$ cat config.mk
export PLATFORM = sky130hd
export DESIGN_NAME = mem_arbiter
export DESIGN_NICKNAME = d
export VERILOG_FILES = /design/src/rtl/mem_arb_pkg.sv /design/src/rtl/mem_arb_pick.sv /design/src/rtl/mem_arbiter.sv
export SDC_FILE = /design/constraint.sdc
export NUM_CORES = 1
export LEC_CHECK = 0
export ABC_AREA = 1
export ABC_CLOCK_PERIOD_IN_PS = 6400
export CORE_AREA = 2 2 142 144
export DETAILED_ROUTE_END_ITERATION = 10
export DIE_AREA = 0 0 144 146
export HOLD_SLACK_MARGIN = 0.08
export PLACE_DENSITY_LB_ADDON = 0.25
export SKIP_CTS_REPAIR_TIMING = 1
export SYNTH_ARGS = -nofsm -noshare
export SYNTH_HDL_FRONTEND = slang
export SYNTH_SLANG_ARGS = --single-unit
$ cat constraint.sdc
create_clock -name clk -period 6.4 [get_ports clk]
set_input_delay 1.6 -clock clk [delete_from_list [all_inputs] [get_ports clk]]
set_output_delay 1.6 -clock clk [all_outputs]
set_load 0.02 [all_outputs]
$ cat src/rtl/mem_arb_pkg.sv
// Shared types and constants for the two-requester memory burst arbiter.
// The optional round-robin mode is selected with the MEM_ARB_RR_EN macro (see mem_arb_pick).
package mem_arb_pkg;

  typedef enum logic {
    IDLE  = 1'b0,
    BURST = 1'b1
  } arb_state_e;

  localparam int REQ_I = 0;
  localparam int REQ_D = 1;

  function automatic int calc_beat_w(input int block_words);
    return $clog2(block_words);
  endfunction

endpackage

$ cat src/rtl/mem_arb_pick.sv
// Combinational winner selection between the instruction (0) and data (1) requesters.
// MEM_ARB_RR_EN defined: round-robin on ties; undefined: data side always wins a tie.
module mem_arb_pick
  import mem_arb_pkg::*;
(
  input  logic [1:0] req_i,
  input  logic       last_i,
  output logic       win_o
);

`ifdef MEM_ARB_RR_EN
  always_comb begin
    if (req_i[REQ_I] && req_i[REQ_D]) begin
      // On a tie, whoever was not granted last goes next.
      win_o = ~last_i;
    end else begin
      win_o = req_i[REQ_D];
    end
  end
`else
  logic unused_last;
  assign unused_last = last_i;
  assign win_o       = req_i[REQ_D];
`endif

endmodule

$ cat src/rtl/mem_arbiter.sv
// Burst arbiter/sequencer between the I/D cache controllers and the single-port memory.
// Arbitration policy is fixed-priority by default, round-robin when MEM_ARB_RR_EN is defined.
module mem_arbiter
  import mem_arb_pkg::*;
#(
  parameter int  DATA_WIDTH  = 32,
  parameter int  ADDR_WIDTH  = 64,
  parameter int  BLOCK_WORDS = 16,
  localparam int BEAT_W      = calc_beat_w(BLOCK_WORDS)
) (
  input  logic                    clk,
  input  logic                    arst,
  input  logic [1:0]              i_req,
  input  logic [1:0]              i_we,
  input  logic [2*ADDR_WIDTH-1:0] i_addr,
  input  logic [2*DATA_WIDTH-1:0] i_wdata,
  output logic [1:0]              o_gnt,
  output logic [BEAT_W-1:0]       o_beat,
  output logic                    o_rvalid,
  output logic [DATA_WIDTH-1:0]   o_rdata,
  output logic [1:0]              o_done,
  output logic                    o_mem_we,
  output logic [ADDR_WIDTH-1:0]   o_mem_addr,
  output logic [DATA_WIDTH-1:0]   o_mem_wdata,
  input  logic [DATA_WIDTH-1:0]   i_mem_rdata,
  output arb_state_e              o_dbg_state
);

  // Handshake: a requester raises i_req with i_we/i_addr stable; o_gnt stays high for
  // BLOCK_WORDS beats, o_done pulses on the last beat, and i_req must drop the cycle after.
  localparam int                HI_W      = ADDR_WIDTH - BEAT_W - 2;
  localparam logic [BEAT_W-1:0] LAST_BEAT = BEAT_W'(BLOCK_WORDS - 1);

  arb_state_e            state_q;
  logic                  win_q;
  logic [HI_W-1:0]       base_hi_q;
  logic [BEAT_W-1:0]     beat_q;
  logic [1:0]            gnt_q;
  logic [1:0]            done_q;
  logic                  rvalid_q;
  logic                  mem_we_q;
  logic [ADDR_WIDTH-1:0] mem_addr_q;

  logic                  win_d;
  logic                  last_gnt;
  logic [ADDR_WIDTH-1:0] req_addr_d;
  logic [HI_W-1:0]       base_hi_d;
  logic [BEAT_W-1:0]     beat_d;
  logic                  unused_addr_lo;

`ifdef MEM_ARB_RR_EN
  logic last_q;

  // Reset to requester 1 so requester 0 wins the first tie.
  always_ff @(posedge clk or posedge arst) begin
    if (arst) begin
      last_q <= 1'b1;
    end else if (state_q == IDLE && |i_req) begin
      last_q <= win_d;
    end
  end
  assign last_gnt = last_q;
`else
  assign last_gnt = 1'b0;
`endif

  mem_arb_pick u_pick (
    .req_i  (i_req),
    .last_i (last_gnt),
    .win_o  (win_d)
  );

  assign req_addr_d     = win_d ? i_addr[2*ADDR_WIDTH-1:ADDR_WIDTH] : i_addr[ADDR_WIDTH-1:0];
  assign base_hi_d      = req_addr_d[ADDR_WIDTH-1:BEAT_W+2];
  assign unused_addr_lo = ^req_addr_d[BEAT_W+1:0];
  assign beat_d         = beat_q + 1'b1;

  always_ff @(posedge clk or posedge arst) begin
    if (arst) begin
      state_q    <= IDLE;
      win_q      <= 1'b0;
      base_hi_q  <= '0;
      beat_q     <= '0;
      gnt_q      <= '0;
      done_q     <= '0;
      rvalid_q   <= 1'b0;
      mem_we_q   <= 1'b0;
      mem_addr_q <= '0;
    end else begin
      case (state_q)
        IDLE: begin
          if (|i_req) begin
            state_q    <= BURST;
            win_q      <= win_d;
            base_hi_q  <= base_hi_d;
            beat_q     <= '0;
            gnt_q      <= win_d ? 2'b10 : 2'b01;
            done_q     <= '0;
            mem_we_q   <= i_we[win_d];
            rvalid_q   <= ~i_we[win_d];
            mem_addr_q <= {base_hi_d, {BEAT_W{1'b0}}, 2'b00};
          end
        end
        BURST: begin
          if (beat_q == LAST_BEAT) begin
            state_q    <= IDLE;
            beat_q     <= '0;
            gnt_q      <= '0;
            done_q     <= '0;
            rvalid_q   <= 1'b0;
            mem_we_q   <= 1'b0;
            mem_addr_q <= '0;
          end else begin
            beat_q     <= beat_d;
            mem_addr_q <= {base_hi_q, beat_d, 2'b00};
            done_q     <= (beat_d == LAST_BEAT) ? gnt_q : 2'b00;
          end
        end
      endcase
    end
  end

  assign o_gnt       = gnt_q;
  assign o_beat      = beat_q;
  assign o_done      = done_q;
  assign o_rvalid    = rvalid_q;
  assign o_mem_we    = mem_we_q;
  assign o_mem_addr  = mem_addr_q;
  assign o_dbg_state = state_q;
  // Read and write data pass straight through; only the control path is registered.
  assign o_rdata     = rvalid_q ? i_mem_rdata : '0;
  assign o_mem_wdata = mem_we_q ? (win_q ? i_wdata[2*DATA_WIDTH-1:DATA_WIDTH]
                                         : i_wdata[DATA_WIDTH-1:0]) : '0;

endmodule

# Word-level counts from Yosys, hierarchy flattened
# Index checks and enable logic that the tools add are counted.
[totals] inputBits=230 output_inout_bits=139 reg_bits=134
[classes] n_eq_ne=4 order_cmp=1 mux=28 bitwise=2 addsub=1 n_reduce_logical=3
[ops] cell="64-bit two-way mux" n=3
[ops] cell="64-bit case mux with 2 select lines" n=1
[ops] cell="32-bit two-way mux" n=3
[ops] cell="2-bit two-way mux" n=6
[ops] cell="4-bit == test (second input constant)" n=2
[ops] cell="4-bit two-way mux" n=2
[ops] cell="2-bit case mux with 2 select lines" n=2
[ops] cell="4-bit case mux with 2 select lines" n=1
[ops] cell="1-bit two-way mux" n=7
[ops] cell="1-bit case mux with 2 select lines" n=3
[ops] cell="4-bit by 1-bit adder with 4-bit output (second input constant)" n=1
[ops] cell="2-bit AND reduction" n=2
[ops] cell="1-bit by 2-bit < comparator with 1-bit output (second input constant)" n=1
[ops] cell="2-bit by 1-bit inequality test with 1-bit output (second input constant)" n=1
[ops] cell="2-bit inequality test (second input constant)" n=1
[ops] cell="1-bit NOT" n=2
[ops] cell="2-bit OR reduction" n=1

# Depth between registers and ports, before layout
[logic_depth] depth_word=5 mapped_depth=8 ltp_nobuf=7

# Hierarchy
# A second synthesis with hierarchy kept.
[unflattened] hier_cells=1080 area_unflattened_um2=7221.9
[by_module_without_submodules] mod="mem_arbiter" area_per_inst_um2=7214.4 seq_area_each_um2=3203.1 n_inst=1 cells_each=1079
[by_module_without_submodules] mod="mem_arb_pick" area_per_inst_um2=7.5 seq_area_each_um2=0.0 n_inst=1 cells_each=1

# Worst setup path before layout
# Ideal clock, no wire load.
[synth_path] kind="in2out" start="input port i_wdata[30]" end="output port o_mem_wdata[30]" cell_stages=2 t_arrival_ns=1.962 setup_slack_ns=2.838 n_path_buf=0 cell_sequence="o21ai_0 nor2_1"
[synth_between] elab_chain_cells=2
[synth_rtl] element="start: declaration" line="mem_arbiter.sv:16" source="input logic [2*DATA_WIDTH-1:0] i_wdata,"
[synth_rtl] element="32-bit two-way mux (2 in a row)" line="mem_arbiter.sv:132" source="assign o_mem_wdata = mem_we_q ? (win_q ? i_wdata[2*DATA_WIDTH-1:DATA_WIDTH]"
[synth_rtl] element="end: declaration" line="mem_arbiter.sv:24" source="output logic [DATA_WIDTH-1:0] o_mem_wdata,"
# No other way between the ends.

# Worst setup path after layout
[layout_path] start="input port i_wdata[63]" end="output port o_mem_wdata[31]"
# The elaborated chain is that of the path after synthesis.

==> flow_summary.ini <==
[logic_synthesis]
ys_warn_count = 0
synth_xor_area_frac = 0
synth_top_family_by_area = simple AND/OR/NAND/NOR gates
avgSynthCellArea_um2 = 6.51
yosys-mux-area-fraction = 0
synthSimpleGateAreaFrac = 0.378
synth_cells = 1140
yosys.area.top_type_share = 0.431
synth_compound_area_frac = 0.0600
yosys.area_share.adder = 0.00337
ys_ff_latch = 128
synth.area.top_cells = dfrtp_1, nand2_1, nand3_1
ys_types = 22
yosysSeqAreaShare = 0.431
synth_top_area_cell = dfrtp_1
synthesis.area_um2 = 7420

[sta]
setup_viol_count_final = 0
fin_crit_sh = 0.731
hold_viol_final = 0
period_minus_slack_ps = 4680
max_slew.worst_pin.slew_ps = 1010
fmax_ghz = 0.214
fin_skew_ps = 11.8
report.final.slew_viol_count = 0
rsz0062_at_grt = no
finalSetupTns_ps = 0
slew_headroom = 0.326

[grt]
grt_pass1_vias = 7749
grt.total_usage = 0.247
overflow = 0
grt_pass1_wl_um = 40600
antenna_found_initial = 0
grt_max_degree = 90

[setup_path]
cp_num_buf_inv = 2
worstPathCellList = clkdlybuf4s50_1 -> nor2_1 -> nor2_1 -> clkdlybuf4s50_1
worst_setup_path_end_kind = primary output
cpMaxStageDelayCell = clkdlybuf4s50_1
cpPeakStageDelay_ps = 710
crit_arrival_ps = 3080
crit_family = buffers and inverters
critPathLaunch = i_wdata[63]
path_class = in2out
startpoint_type = input pin
critPathRequiredTime_ps = 4800
r2r-start = o_dbg_state$_DFF_PP0_
crit_fanout = 1

[clocking]
cts.sinks = 128
clockBufferDepth = 2
tritoncts = done
cts-root-buf = clkbuf_16
clk_latency_ps = 420
clk_pin_slew_worst_paths_ps = 60
cts_buffers = 17
htree_num_levels = 4

[routing]
vias = 8052
wl_per_cell_um = 14.9
ant_nets = 0
drt_iter0_markers = 329
wirelength_um = 25700
viasPerCell = 4.65
firstDrtPassIters = 6
drc = 0

[cells_and_area]
fin_area_um2 = 11600
layout-drive-gt1-share = 0.0362
syn_to_final_growth_pct = 56.3
multi_input_area_um2 = 3290
final_nets = 1685
seqCellArea_um2 = 3200
diodes = 0
most-common-layout-cells = nand2_1, clkdlybuf4s50_1, inv_1
final_common_cell = nand2_1
num-fill-cells = 1820

[floorplan]
core_area_um2 = 19300
initial_core_util = 0.384
fp-row-count = 51
io_pins = 369
die-area_um2 = 21000
die_w_um = 144
die_h_um = 146

[power]
p_per_area_nw_per_um2 = 427
vdd_drop_max_mv = 0.189
leakage_uw = 0.00616

[placed_design]
io_buffers = 354
dp_hpwl_um = 17700
gp_congestion = 0.819
post_dp_cell_area_um2 = 11000

[hold_path]
min_path_type = reg2reg
holdCritStartpoint = base_hi_q[2]$_DFFE_PP0P_

[job]
cap_viol_max_count = 0

[status]
status = completed
state kept, by name, indices dropped and copies added (netlist names):
| signal | flops |
|---|---|
| o_mem_addr | 59 |
| base_hi_q | 58 |
| o_beat | 3 |
| o_done | 2 |
| o_gnt | 2 |
| o_dbg_state | 1 |
| o_mem_we | 1 |
| o_rvalid | 1 |
| win_q | 1 |
cells in the mapped netlist (all sizes together):
master,count
dfrtp,128
nand3,113
nand4,1
nor2,67
inv,145
o21ai,87
nand2,523
ha,2
conb,1
buf,46
clkbuf,26
o22ai,1
path summary, 6_finish.rpt:
path	end	slack [ps]	depth (start not counted)
max in group asynchronous	o_mem_addr[53]$_DFFE_PP0P_	3600	3
min in group asynchronous	o_mem_addr[36]$_DFFE_PP0P_	1700	2
min	base_hi_q[2]$_DFFE_PP0P_	480	2
max reg2reg	o_mem_addr[24]$_DFFE_PP0P_	2800	7
min reg2reg	base_hi_q[2]$_DFFE_PP0P_	480	2
max	o_mem_wdata[31]	1720	4
cell families after synthesis:
group / Yosys count
simple gates: 704
buf+inv: 217
flops: 128
compound gates: 88
fa+ha+maj: 2
other cells: 1
worst reg2reg max path: stages, from the launching register on:
cell	delay [ps]
dfrtp_2	630
buf_4	370
inv_6	440
nand3_4	730
inv_2	570
buf_4	570
nand2_1	120
nand3_1	110
where the power goes:
part / total [uW] / switching (uW) / internal, uW
Sequential: 1490 / 284 / 1210
Combinational: 2470 / 1400 / 1070
Clock: 991 / 371 / 620
cell type report:
cell class              count  share of cell area
clock buffers              18              0.0378
clock inverters            13              0.0141
inverters                 145              0.0478
multi-input cells         796               0.283
flip-flops and latches    128               0.276
well taps                 265              0.0286
repair buffers            365               0.312
through the flow:
| step | total power [uW] | utilization | hold WS (ps) | cells | setup slack (ps) |
|---|---|---|---|---|---|
| 2_1_floorplan | 2900 | - | 449 | 1141 | 1390 |
| 3_3_place_gp | 3950 | 0.569 | 461 | 1699 | 1670 |
| 3_5_place_dp | 3990 | 0.569 | 465 | 1699 | 1690 |
| 4_1_cts | 5000 | 0.600 | 481 | 1730 | 1670 |
| 5_1_grt | 5330 | 0.600 | 500 | 1730 | 1700 |
| 6_report | 4950 | 0.600 | 478 | 1730 | 1720 |
per-layer routing:
layer  track usage  up-vias  share of wire  wire [um]
met5             0        -              0          0
met4        0.0824        0          0.021        544
met3        0.0661       35          0.086       2210
met2         0.414      277           0.47      12200
met1         0.308     3682           0.42      10800
li1              -     4058              -          -
No activity file was read; power rests on OpenSTA's default activity.
